--- config.mk ---
export PLATFORM = sky130hd
export DESIGN_NAME = maint_scheduler
export DESIGN_NICKNAME = d
export VERILOG_FILES = /design/src/rtl/maint_pkg.sv /design/src/rtl/refresh_debt_tracker.sv /design/src/rtl/maint_scheduler.sv
export SDC_FILE = /design/constraint.sdc
export NUM_CORES = 1
export LEC_CHECK = 0
export CAP_MARGIN = 20
export CORE_MARGIN = 5
export CORE_UTILIZATION = 50
export DETAILED_ROUTE_END_ITERATION = 8
export PLACE_DENSITY = 0.87
export SETUP_SLACK_MARGIN = 0.05
export SLEW_MARGIN = 20
export SYNTH_ARGS = -nofsm -noshare
export SYNTH_HDL_FRONTEND = slang
export SYNTH_HIERARCHICAL = 1
export SYNTH_SLANG_ARGS = --single-unit
--- constraint.sdc ---
create_clock -name clk -period 6.98 [get_ports clk]
set_clock_uncertainty 0.2 [all_clocks]
set_input_delay 1.047 -clock clk [delete_from_list [all_inputs] [get_ports clk]]
set_output_delay 1.047 -clock clk [all_outputs]
set_load 0.01 [all_outputs]
--- src/rtl/maint_pkg.sv ---
// Shared types and helpers for the maintenance scheduler: scrub FSM states
// and the risk-level to interval-shift mapping.
package maint_pkg;

  typedef enum logic {
    S_IDLE = 1'b0,
    S_PEND = 1'b1
  } scrub_state_t;

  // Each risk step halves the patrol-scrub interval.
  function automatic int unsigned risk_shift(input logic [1:0] risk);
    return 32'(risk);
  endfunction

endpackage

--- src/rtl/refresh_debt_tracker.sv ---
// tREFI interval counter plus refresh debt bookkeeping (owed, urgent, overflow).
// Optional MAINT_STATS_EN adds an acknowledged-refresh counter.
module refresh_debt_tracker #(
  parameter int TREFI        = 7800,
  parameter int MAX_POSTPONE = 8
) (
  input  logic        clk,
  input  logic        rst_n,
  input  logic        bus_idle,
  input  logic        refresh_ack,
  output logic        refresh_req,
  output logic        refresh_urgent,
  output logic        refresh_overflow,
  output logic [31:0] stat_ref_cnt
);

  localparam int RW = $clog2(TREFI);
  localparam int OW = $clog2(MAX_POSTPONE + 1);
  localparam logic [RW-1:0] RELOAD   = RW'(TREFI - 1);
  localparam logic [OW-1:0] OWED_MAX = OW'(MAX_POSTPONE);

  logic [RW-1:0] ref_cnt;
  logic [OW-1:0] owed;
  logic          tick;
  logic          ack_valid;

  assign tick      = (ref_cnt == '0);
  // An ack with nothing owed must not underflow the debt.
  assign ack_valid = refresh_ack && (owed != '0);

  // NOTE: sequential state uses non-blocking assignments so every flop samples
  // pre-edge values regardless of statement order.
  always_ff @(posedge clk or negedge rst_n) begin
    if (!rst_n) begin
      ref_cnt          <= RELOAD;
      owed             <= '0;
      refresh_overflow <= 1'b0;
    end else begin
      ref_cnt <= tick ? RELOAD : ref_cnt - 1'b1;
      if (tick && !ack_valid) begin
        if (owed == OWED_MAX) refresh_overflow <= 1'b1;
        else                  owed             <= owed + 1'b1;
      end else if (ack_valid && !tick) begin
        owed <= owed - 1'b1;
      end
    end
  end

  assign refresh_urgent = (owed == OWED_MAX);
  assign refresh_req    = (owed != '0) && (bus_idle || refresh_urgent);

`ifdef MAINT_STATS_EN
  always_ff @(posedge clk or negedge rst_n) begin
    if (!rst_n)         stat_ref_cnt <= '0;
    else if (ack_valid) stat_ref_cnt <= stat_ref_cnt + 32'd1;
  end
`else
  assign stat_ref_cnt = '0;
`endif

endmodule

--- src/rtl/maint_scheduler.sv ---
// Refresh/scrub request generator feeding the command arbiter.
// Optional MAINT_STATS_EN enables the acknowledged refresh/scrub counters.
module maint_scheduler
  import maint_pkg::*;
#(
  parameter int TREFI               = 7800,
  parameter int MAX_POSTPONE        = 8,
  parameter int SCRUB_BASE_INTERVAL = 65536,
  parameter int SCRUB_ROWS          = 1024,
  parameter int SCRUB_STEP          = 64
) (
  input  logic        clk,
  input  logic        rst_n,
  input  logic        bus_idle,
  input  logic        refresh_ack,
  input  logic        scrub_ack,
  input  logic        scrub_en,
  input  logic [1:0]  risk_level,
  output logic        refresh_req,
  output logic        refresh_urgent,
  output logic        refresh_overflow,
  output logic        scrub_req,
  output logic [31:0] scrub_addr,
  output logic [31:0] stat_ref_cnt,
  output logic [31:0] stat_scrub_cnt
);

  // One spare bit: the counter may step to the full interval on the S_PEND edge.
  localparam int CW   = $clog2(SCRUB_BASE_INTERVAL) + 1;
  localparam int RWID = (SCRUB_ROWS > 1) ? $clog2(SCRUB_ROWS) : 1;
  localparam logic [RWID-1:0] ROW_LAST = RWID'(SCRUB_ROWS - 1);

  scrub_state_t  state, state_next;
  logic [CW-1:0]   scrub_cnt, scrub_cnt_next, interval;
  logic [RWID-1:0] scrub_row, scrub_row_next;

  refresh_debt_tracker #(
    .TREFI        (TREFI),
    .MAX_POSTPONE (MAX_POSTPONE)
  ) u_refresh (
    .clk              (clk),
    .rst_n            (rst_n),
    .bus_idle         (bus_idle),
    .refresh_ack      (refresh_ack),
    .refresh_req      (refresh_req),
    .refresh_urgent   (refresh_urgent),
    .refresh_overflow (refresh_overflow),
    .stat_ref_cnt     (stat_ref_cnt)
  );

  assign interval = CW'(SCRUB_BASE_INTERVAL) >> risk_shift(risk_level);

  // NOTE: every signal driven here gets a default first, so no path leaves it
  // unassigned and no latch is inferred.
  always_comb begin
    state_next     = state;
    scrub_cnt_next = scrub_cnt;
    scrub_row_next = scrub_row;
    scrub_req      = 1'b0;
    case (state)
      S_IDLE: begin
        if (!scrub_en) begin
          scrub_cnt_next = '0;
        end else begin
          scrub_cnt_next = scrub_cnt + 1'b1;
          if (scrub_cnt >= interval - 1'b1) state_next = S_PEND;
        end
      end
      S_PEND: begin
        // A forced refresh owns the bus; hold the scrub back until it clears.
        scrub_req = !refresh_urgent;
        if (scrub_ack) begin
          scrub_cnt_next = '0;
          scrub_row_next = (scrub_row == ROW_LAST) ? '0 : scrub_row + 1'b1;
          state_next     = S_IDLE;
        end
      end
      default: state_next = S_IDLE;
    endcase
  end

  always_ff @(posedge clk or negedge rst_n) begin
    if (!rst_n) begin
      state     <= S_IDLE;
      scrub_cnt <= '0;
      scrub_row <= '0;
    end else begin
      state     <= state_next;
      scrub_cnt <= scrub_cnt_next;
      scrub_row <= scrub_row_next;
    end
  end

  assign scrub_addr = 32'(scrub_row) * 32'(SCRUB_STEP);

`ifdef MAINT_STATS_EN
  always_ff @(posedge clk or negedge rst_n) begin
    if (!rst_n)                             stat_scrub_cnt <= '0;
    else if (state == S_PEND && scrub_ack)  stat_scrub_cnt <= stat_scrub_cnt + 32'd1;
  end
`else
  assign stat_scrub_cnt = '0;
`endif

endmodule

==> impl_metrics.prom, run 1 <==
# TYPE chip_impl_metric gauge
chip_impl_info{name="outcome",value="completed"} 1
chip_impl_info{name="path_cells",value="clkdlybuf4s50_1 -> a21o_1 -> clkdlybuf4s50_1"} 1
chip_impl_metric{name="setup_tns",unit="ns"} 0
chip_impl_info{name="layout.cells.most_common",value="conb_1"} 1
chip_impl_metric{name="num_rows",unit=""} 29
chip_impl_metric{name="io_pins",unit=""} 108
chip_impl_metric{name="cts-htree-levels",unit=""} 2
chip_impl_metric{name="hpwl",unit="µm"} 4350
chip_impl_metric{name="layout.filler_cells",unit=""} 576
chip_impl_metric{name="final-hold-violation-count",unit=""} 0
chip_impl_metric{name="syn-mean-instance-area",unit="µm²"} 9.45
chip_impl_metric{name="place_worst_setup_slack",unit="ns"} 3.54
chip_impl_metric{name="ys_ff_latch",unit=""} 46
chip_impl_metric{name="drt_iter0_markers",unit=""} 68
chip_impl_metric{name="vdd.ir_drop.worst",unit="mV"} 0.168
chip_impl_info{name="cp-startpoint",value="bus_idle"} 1
chip_impl_metric{name="die_boundary_width",unit="µm"} 90.3
chip_impl_metric{name="worst-path-stages",unit=""} 3
chip_impl_info{name="worst_setup_path_endpoint",value="refresh_req"} 1
chip_impl_metric{name="antenna_found_initial",unit=""} 0
chip_impl_metric{name="maxSlewViolCount",unit=""} 0
chip_impl_metric{name="min_period_over_period",unit="%"} 49.3
chip_impl_metric{name="route.vias.total",unit=""} 2242
chip_impl_metric{name="synth_cell_types",unit=""} 61
chip_impl_info{name="cts-root-buf",value="clkbuf_8"} 1
chip_impl_metric{name="globalplace.congestion",unit=""} 0.830
chip_impl_info{name="setup.worst_path.end_class",value="output port"} 1
chip_impl_info{name="layout.cells.most_common_list",value="conb_1 (87), dfrtp_1 (36), nand2_1 (26)"} 1
chip_impl_metric{name="slew_of_the_pin_with_the_lowest_slew_margin",unit="ns"} 0.725
chip_impl_info{name="path_class",value="in2out"} 1
chip_impl_metric{name="share_of_final_layout_standard_cells_stronger_than_drive_strength_1",unit="%"} 10.0
chip_impl_metric{name="initial_core_utilization",unit="%"} 51.1
chip_impl_metric{name="path_buf_inv",unit=""} 2
chip_impl_metric{name="cell_count_of_the_worst_reg_to_reg_path",unit=""} 11
chip_impl_metric{name="crit_fanout",unit=""} 1
chip_impl_metric{name="floorplan.die_area",unit="µm²"} 8150
chip_impl_metric{name="placement.io_buffers",unit=""} 21
chip_impl_metric{name="clock_path_buffers",unit=""} 2
chip_impl_info{name="worstSetupStartpointType",value="primary input"} 1
chip_impl_metric{name="synth.yosys.seq_area_share",unit="%"} 36.1
chip_impl_metric{name="postLayoutSetupSlackWorst",unit="ns"} 3.54
chip_impl_metric{name="post_synth_inst_count",unit=""} 341
chip_impl_info{name="crit_family",value="buffers and inverters"} 1
chip_impl_metric{name="grt_pass1_vias",unit=""} 2185
chip_impl_metric{name="timing.final.setup_violations",unit=""} 0
chip_impl_info{name="cpMaxStageDelayCell",value="clkdlybuf4s50_1"} 1
chip_impl_metric{name="worst_ep_required_time",unit="ns"} 5.73
chip_impl_metric{name="timing.final.crit_period",unit="ns"} 3.44
chip_impl_metric{name="drt-total-wl",unit="µm"} 5860
chip_impl_metric{name="max_cap_violations",unit=""} 0
chip_impl_metric{name="slew_headroom",unit="%"} 51.4
chip_impl_metric{name="tritonroute_pass_1_iters",unit=""} 4
chip_impl_metric{name="postCtsHoldBufs",unit=""} 0
chip_impl_metric{name="finish.net_count",unit=""} 376
chip_impl_metric{name="areaGrowthSynthToFinish",unit="%"} 0.893
chip_impl_metric{name="route.detailed.wl_per_inst",unit="µm"} 13.4
chip_impl_metric{name="power_density",unit="nW/µm²"} 192
chip_impl_metric{name="grt_usage",unit="%"} 14.0
chip_impl_metric{name="timing.fmax",unit="MHz"} 291
chip_impl_info{name="rsz0062_at_grt",value="false"} 1
chip_impl_metric{name="grt_start_max_net_pins",unit=""} 47
chip_impl_metric{name="grt_overflow",unit=""} 0
chip_impl_metric{name="remaining_drc_errors",unit=""} 0
chip_impl_info{name="crit-reg2reg-launch",value="u_refresh/ref_cnt[0]$_DFF_PN1_"} 1
chip_impl_metric{name="critPathMaxStageDelay",unit="ns"} 0.54
chip_impl_metric{name="worst_setup_hold_path_clk_slew",unit="ns"} 0.08
chip_impl_metric{name="design.core.area",unit="µm²"} 6310
chip_impl_metric{name="finish.utilization",unit="%"} 51.5
chip_impl_metric{name="avgViaCountPerCell",unit=""} 5.14
chip_impl_metric{name="cts-resized-gates",unit=""} 0
chip_impl_metric{name="cts_sinks",unit=""} 46
chip_impl_metric{name="synth_async_sr_flop_share",unit="%"} 100
chip_impl_metric{name="static-leakage-power",unit="µW"} 0.00156
chip_impl_info{name="cts_tree",value="done"} 1
chip_impl_metric{name="fp.dieH",unit="µm"} 90.3
chip_impl_metric{name="post-cts-setup-buffer-count",unit=""} 0
chip_impl_metric{name="cts-buffers-inserted",unit=""} 5
chip_impl_metric{name="synth_enable_flop_cells",unit=""} 0
chip_impl_info{name="timing.critical_path.mode_cell",value="clkdlybuf4s50_1"} 1
chip_impl_metric{name="netlist_area",unit="µm²"} 3220
chip_impl_info{name="postSynth.topFlopCell",value="dfrtp_1"} 1
chip_impl_metric{name="cp_data_arrival_time",unit="ns"} 2.19
chip_impl_info{name="timing.rr.end",value="u_refresh/owed[3]$_DFFE_PN0P_"} 1
chip_impl_metric{name="r2r_slack",unit="ns"} 3.78
chip_impl_metric{name="wire_length_of_the_first_global_routing_pass",unit="µm"} 9740
chip_impl_info{name="worstHoldPathType",value="reg2reg"} 1
chip_impl_metric{name="antenna_violating_nets_post_route",unit=""} 0
chip_impl_metric{name="yosys_warnings",unit=""} 6
chip_impl_metric{name="insertedDiodeCount",unit=""} 0
chip_impl_metric{name="worst_skew_pair.late_latency",unit="ns"} 0.30
[how the worst min path moves through the flow]
stage / start / to / slack (ns) / cells past startpoint
after floorplan: u_refresh/ref_cnt[0]$_DFF_PN1_ / u_refresh/ref_cnt[0]$_DFF_PN1_ / 0.23 / 1
after global placement: u_refresh/ref_cnt[0]$_DFF_PN1_ / u_refresh/ref_cnt[0]$_DFF_PN1_ / 0.24 / 1
after detailed placement: u_refresh/ref_cnt[0]$_DFF_PN1_ / u_refresh/ref_cnt[0]$_DFF_PN1_ / 0.26 / 1
after CTS: scrub_cnt[6]$_DFFE_PN0P_ / scrub_cnt[6]$_DFFE_PN0P_ / 0.29 / 1
after global routing: u_refresh/ref_cnt[0]$_DFF_PN1_ / u_refresh/ref_cnt[0]$_DFF_PN1_ / 0.31 / 1
final: u_refresh/ref_cnt[0]$_DFF_PN1_ / u_refresh/ref_cnt[0]$_DFF_PN1_ / 0.28 / 1
[cell families after synthesis]
| family | after synthesis | share of synthesized area (%) |
|---|---|---|
| xor gates and xnor gates | 17 | 4.85 |
| adders and majority gates | 10 | 4.11 |
| other | 3 | 0.349 |
| DFF | 46 | 36.1 |
| muxes | 1 | 0.311 |
| AOI/OAI and AO/OA | 69 | 14.7 |
| buffers and inverters | 101 | 22.5 |
| and+or+nand+nor | 94 | 17.1 |
[area by class of cell]
class	instances	area [µm²]	area share (%)
clock buffer	5	68.8	2.12
clock inverter	3	40.0	1.23
inverter	5	18.8	0.577
multi-input combinational	278	1650	50.7
sequential	46	1160	35.8
tap	77	96.3	2.96
timing repair buffer	22	215	6.62
[through the flow]
step	hold slack [ns]	instance area, µm²	cells	total power [µW]
final	0.282	3250	436	625
after detailed placement	0.256	3140	428	432
after global routing	0.314	3250	436	662
after global placement	0.243	3140	428	426
after CTS	0.288	3250	436	628
after floorplan	0.233	3540	425	431
[flip-flops by register name, indices dropped and copies added, names as in the netlist]
| name | count |
|---|---|
| u_refresh/owed | 4 |
| u_refresh/refresh_overflow | 1 |
| state | 1 |
| scrub_row | 10 |
| scrub_cnt | 17 |
| u_refresh/ref_cnt | 13 |
[synthesized netlist by cell type (2+ instances only)]
| library cell | number | area [µm²] |
|---|---|---|
| nor2b_1 | 3 | 18.8 |
| o21ai_1 | 10 | 50.1 |
| nand2_1 | 26 | 97.6 |
| or4_1 | 2 | 15.0 |
| xor2_1 | 3 | 26.3 |
| ha_1 | 9 | 113 |
| o31ai_1 | 4 | 30.0 |
| and4_1 | 2 | 17.5 |
| nand3_1 | 8 | 40.0 |
| and4_4 | 3 | 33.8 |
| nor2_1 | 10 | 37.5 |
| buf_2 | 4 | 20.0 |
| dfstp_2 | 10 | 263 |
| xnor2_1 | 13 | 114 |
| and3_4 | 2 | 22.5 |
| a41oi_1 | 4 | 35.0 |
| and3_1 | 5 | 31.3 |
| inv_1 | 5 | 18.8 |
| dfrtp_1 | 36 | 901 |
| nor3_1 | 6 | 30.0 |
| o22a_1 | 2 | 17.5 |
| nand2b_1 | 2 | 12.5 |
| clkbuf_1 | 2 | 7.51 |
| a31oi_1 | 15 | 93.8 |
| a21o_1 | 8 | 60.1 |
| a31o_1 | 4 | 35.0 |
| buf_4 | 89 | 668 |
| and2_1 | 4 | 25.0 |
| nor4_1 | 3 | 18.8 |
| conb_1 | 3 | 11.3 |
| nand4_1 | 4 | 25.0 |
| o211ai_1 | 2 | 15.0 |
| a21oi_1 | 7 | 35.0 |
| o21ai_0 | 4 | 20.0 |
[report_power, final]
group	internal, µW	total (µW)	switching, µW
sequential	279	298	18.3
combinational	52.7	132	79.5
clock	105	195	89.7
total	437	625	188
[layer usage]
| layer | GRT usage, % | share of wire, % |
|---|---|---|
| met5 | 0 | 0 |
| met3 | 4.92 | 7.9 |
| met1 | 16.0 | 39 |
| met4 | 4.84 | 1.4 |
| met2 | 24.3 | 51 |
[worst reg2reg max path, stage by stage (launching register included)]
cell	delay, ns
dfstp_2	0.39
inv_1	0.06
ha_1	0.19
nor3b_1	0.47
nor4bb_1	0.47
nand2_1	0.18
ha_1	0.31
a21o_1	0.17
a21oi_1	0.25
nand4_1	0.12
nor2b_1	0.16
o211ai_1	0.16
Power figures use the tool's default switching activity.
==> run 2, diff against run 1 <==
--- a/config.mk
+++ b/config.mk
@@ -7,9 +7,9 @@
 export LEC_CHECK = 0
 export CAP_MARGIN = 20
 export CORE_MARGIN = 5
-export CORE_UTILIZATION = 50
+export CORE_UTILIZATION = 46
 export DETAILED_ROUTE_END_ITERATION = 8
-export PLACE_DENSITY = 0.87
+export PLACE_DENSITY = 0.81
 export SETUP_SLACK_MARGIN = 0.05
 export SLEW_MARGIN = 20
 export SYNTH_ARGS = -nofsm -noshare
==> constraint.sdc (replaced) <==
create_clock -name clk -period 3.6 [get_ports clk]
set_clock_uncertainty 0.2 [all_clocks]
set_input_delay 0.54 -clock clk [delete_from_list [all_inputs] [get_ports clk]]
set_output_delay 0.54 -clock clk [all_outputs]
set_load 0.01 [all_outputs]
==> impl_metrics.prom, run 2 (same netlist as run 1, synthesis figures left out) <==
# TYPE chip_impl_metric gauge
chip_impl_info{name="outcome",value="completed"} 1
chip_impl_info{name="path_cells",value="inv_1 -> ha_1 -> nor3b_1 -> nor4bb_1 -> nand2_1 -> ha_1 -> a21o_1 -> a21oi_1 -> nand4_1 -> nor2b_1 -> o211ai_1"} 1
chip_impl_metric{name="grt_pass1_vias",unit=""} 2084
chip_impl_metric{name="drt-total-wl",unit="µm"} 5620
chip_impl_info{name="top_regs",value="scrub_cnt x17, u_refresh/ref_cnt x13, scrub_row x10"} 1
chip_impl_metric{name="design.core.area",unit="µm²"} 6790
chip_impl_metric{name="final-hold-violation-count",unit=""} 0
chip_impl_metric{name="postCtsHoldBufs",unit=""} 0
chip_impl_metric{name="vdd.ir_drop.worst",unit="mV"} 0.140
chip_impl_metric{name="maxSlewViolCount",unit=""} 0
chip_impl_metric{name="cp_data_arrival_time",unit="ns"} 3.04
chip_impl_metric{name="largest_register_ffs",unit=""} 17
chip_impl_metric{name="clock_path_buffers",unit=""} 2
chip_impl_metric{name="globalplace.congestion",unit=""} 0.851
chip_impl_metric{name="floorplan.die_area",unit="µm²"} 8780
chip_impl_metric{name="critPathMaxStageDelay",unit="ns"} 0.43
chip_impl_metric{name="drt_iter0_markers",unit=""} 92
chip_impl_metric{name="grt_usage",unit="%"} 12.9
chip_impl_metric{name="antenna_violating_nets_post_route",unit=""} 0
chip_impl_metric{name="timing.fmax",unit="MHz"} 332
chip_impl_metric{name="cts-resized-gates",unit=""} 0
chip_impl_metric{name="num_rows",unit=""} 30
chip_impl_metric{name="static-leakage-power",unit="µW"} 0.00156
chip_impl_metric{name="share_of_final_layout_standard_cells_stronger_than_drive_strength_1",unit="%"} 10.0
chip_impl_metric{name="power.share.sequential",unit="%"} 47.4
chip_impl_info{name="cts-root-buf",value="clkbuf_8"} 1
chip_impl_info{name="layout.cells.most_common_list",value="conb_1 (87), dfrtp_1 (36), nand2_1 (26)"} 1
chip_impl_metric{name="antenna_found_initial",unit=""} 0
chip_impl_info{name="path_class",value="reg2reg"} 1
chip_impl_metric{name="crit_fanout",unit=""} 4
chip_impl_metric{name="grt_overflow",unit=""} 0
chip_impl_metric{name="slew_of_the_pin_with_the_lowest_slew_margin",unit="ns"} 0.678
chip_impl_metric{name="fp.dieH",unit="µm"} 93.7
chip_impl_metric{name="timing.final.setup_violations",unit=""} 0
chip_impl_metric{name="route.detailed.wl_per_inst",unit="µm"} 12.3
chip_impl_metric{name="worst_ep_required_time",unit="ns"} 3.62
chip_impl_metric{name="hpwl",unit="µm"} 4160
chip_impl_metric{name="power.share.switching",unit="%"} 30.0
chip_impl_info{name="rsz0062_at_grt",value="false"} 1
chip_impl_metric{name="cts_sinks",unit=""} 46
chip_impl_metric{name="tritonroute_pass_1_iters",unit=""} 4
chip_impl_metric{name="initial_core_utilization",unit="%"} 47.4
chip_impl_metric{name="instances_no_fill",unit=""} 455
chip_impl_metric{name="io_pins",unit=""} 108
chip_impl_metric{name="worst_setup_hold_path_clk_slew",unit="ns"} 0.09
chip_impl_info{name="worstHoldPathType",value="in2async"} 1
chip_impl_metric{name="remaining_drc_errors",unit=""} 0
chip_impl_info{name="cpMaxStageDelayCell",value="nor4bb_1"} 1
chip_impl_metric{name="die_boundary_width",unit="µm"} 93.7
chip_impl_metric{name="route.vias.total",unit=""} 2189
chip_impl_metric{name="wire_length_of_the_first_global_routing_pass",unit="µm"} 9230
chip_impl_metric{name="slew_headroom",unit="%"} 54.5
chip_impl_metric{name="timing.final.crit_period",unit="ns"} 3.01
chip_impl_metric{name="grt_start_max_net_pins",unit=""} 47
chip_impl_metric{name="placement.io_buffers",unit=""} 21
chip_impl_metric{name="insertedDiodeCount",unit=""} 0
chip_impl_metric{name="setup_tns",unit="ns"} 0
chip_impl_metric{name="cts-htree-levels",unit=""} 2
chip_impl_metric{name="finish.net_count",unit=""} 376
chip_impl_info{name="registers.top_by_ff_count",value="scrub_cnt"} 1
chip_impl_info{name="cts_tree",value="done"} 1
chip_impl_metric{name="post-cts-setup-buffer-count",unit=""} 0
chip_impl_metric{name="cts-buffers-inserted",unit=""} 5
chip_impl_info{name="worstSetupStartpointType",value="flop"} 1
chip_impl_metric{name="worst_skew_pair.late_latency",unit="ns"} 0.30
chip_impl_info{name="setup.worst_path.end_class",value="flop"} 1
chip_impl_metric{name="areaGrowthSynthToFinish",unit="%"} 1.79
chip_impl_info{name="timing.critical_path.mode_cell",value="ha_1"} 1
chip_impl_info{name="layout.cells.most_common",value="conb_1"} 1
chip_impl_metric{name="power_density",unit="nW/µm²"} 371
chip_impl_metric{name="power.combinational.fraction",unit="%"} 21.1
chip_impl_metric{name="layout.filler_cells",unit=""} 635
chip_impl_metric{name="intPower",unit="µW"} 851
chip_impl_metric{name="max_cap_violations",unit=""} 0
chip_impl_metric{name="dpl.cell_count",unit=""} 447
chip_impl_metric{name="p_clk_share",unit="%"} 31.5
chip_impl_metric{name="avgViaCountPerCell",unit=""} 4.81
chip_impl_metric{name="min_period_over_period",unit="%"} 83.7
chip_impl_metric{name="power_switching",unit="µW"} 365
## run 2: cell types whose count changed in the layout (fill, tap and decap cells not counted)
cell / delta
clkinv_2: -2
clkinvlp_4: +2
## run 2: stage by stage
step	power [µW]	worst slack [ns]	hold WS, ns	utilization (%)	cell area (µm²)
6_report	1220	0.586	0.0246	48.3	3280
5_1_grt	1300	0.353	0.0562	48.3	3280
4_1_cts	1230	0.572	0.228	48.3	3280
3_5_place_dp	842	0.603	0.253	46.6	3160
3_3_place_gp	827	0.698	0.244	46.6	3160
2_1_floorplan	836	0.802	0.0444	-	3540
## run 2: path summary, 6_finish.rpt
check                           depth (start not counted)                        endpoint                           start  slack [ns]
worst max-delay path                                   11   u_refresh/owed[3]$_DFFE_PN0P_  u_refresh/ref_cnt[0]$_DFF_PN1_        0.59
worst min-delay path                                    1   u_refresh/owed[1]$_DFFE_PN0P_                           rst_n        0.02
min in group clk                                        1  u_refresh/ref_cnt[0]$_DFF_PN1_  u_refresh/ref_cnt[0]$_DFF_PN1_        0.27
max in group asynchronous                               1        scrub_row[9]$_DFFE_PN0P_                           rst_n        2.78
worst min register to register                          1  u_refresh/ref_cnt[0]$_DFF_PN1_  u_refresh/ref_cnt[0]$_DFF_PN1_        0.27
worst max register to register                         11   u_refresh/owed[3]$_DFFE_PN0P_  u_refresh/ref_cnt[0]$_DFF_PN1_        0.59
## run 2: worst max-delay path, delay by kind of cell, from the launching register on
family                   cells  cell delay, ns
AO/OA/AOI/OAI                3            0.57
flip-flops                   1            0.39
buffers and inverters        1            0.05
adder cells (fa/ha/maj)      2            0.49
AND/OR/NAND/NOR              5            1.26
## run 2: final cells by class
class	count	area (µm²)	area share (%)
Tap cell	96	120	3.66
Clock inverter	3	45.0	1.37
Timing Repair Buffer	22	215	6.56
Inverter	5	18.8	0.572
Clock buffer	5	68.8	2.10
Multi-Input combinational cell	278	1650	50.3
Sequential cell	46	1160	35.5
## run 2: power groups by stage
stage	Combinational [µW]	Clock [µW]	Sequential, µW
final	257	383	576
after floorplan	260	0	576
after global placement	243	0	584
after CTS	256	399	577
after detailed placement	257	0	585
after global routing	290	423	583
## run 2: metal layers
layer  track usage [%]  up-vias  share of wire [%]
met5                 0        -                  0
met4              3.97        0                1.0
met3              3.77        4                7.0
met2              21.4       70                 50
met1              16.0     1050                 42
li1                  -     1065                  -
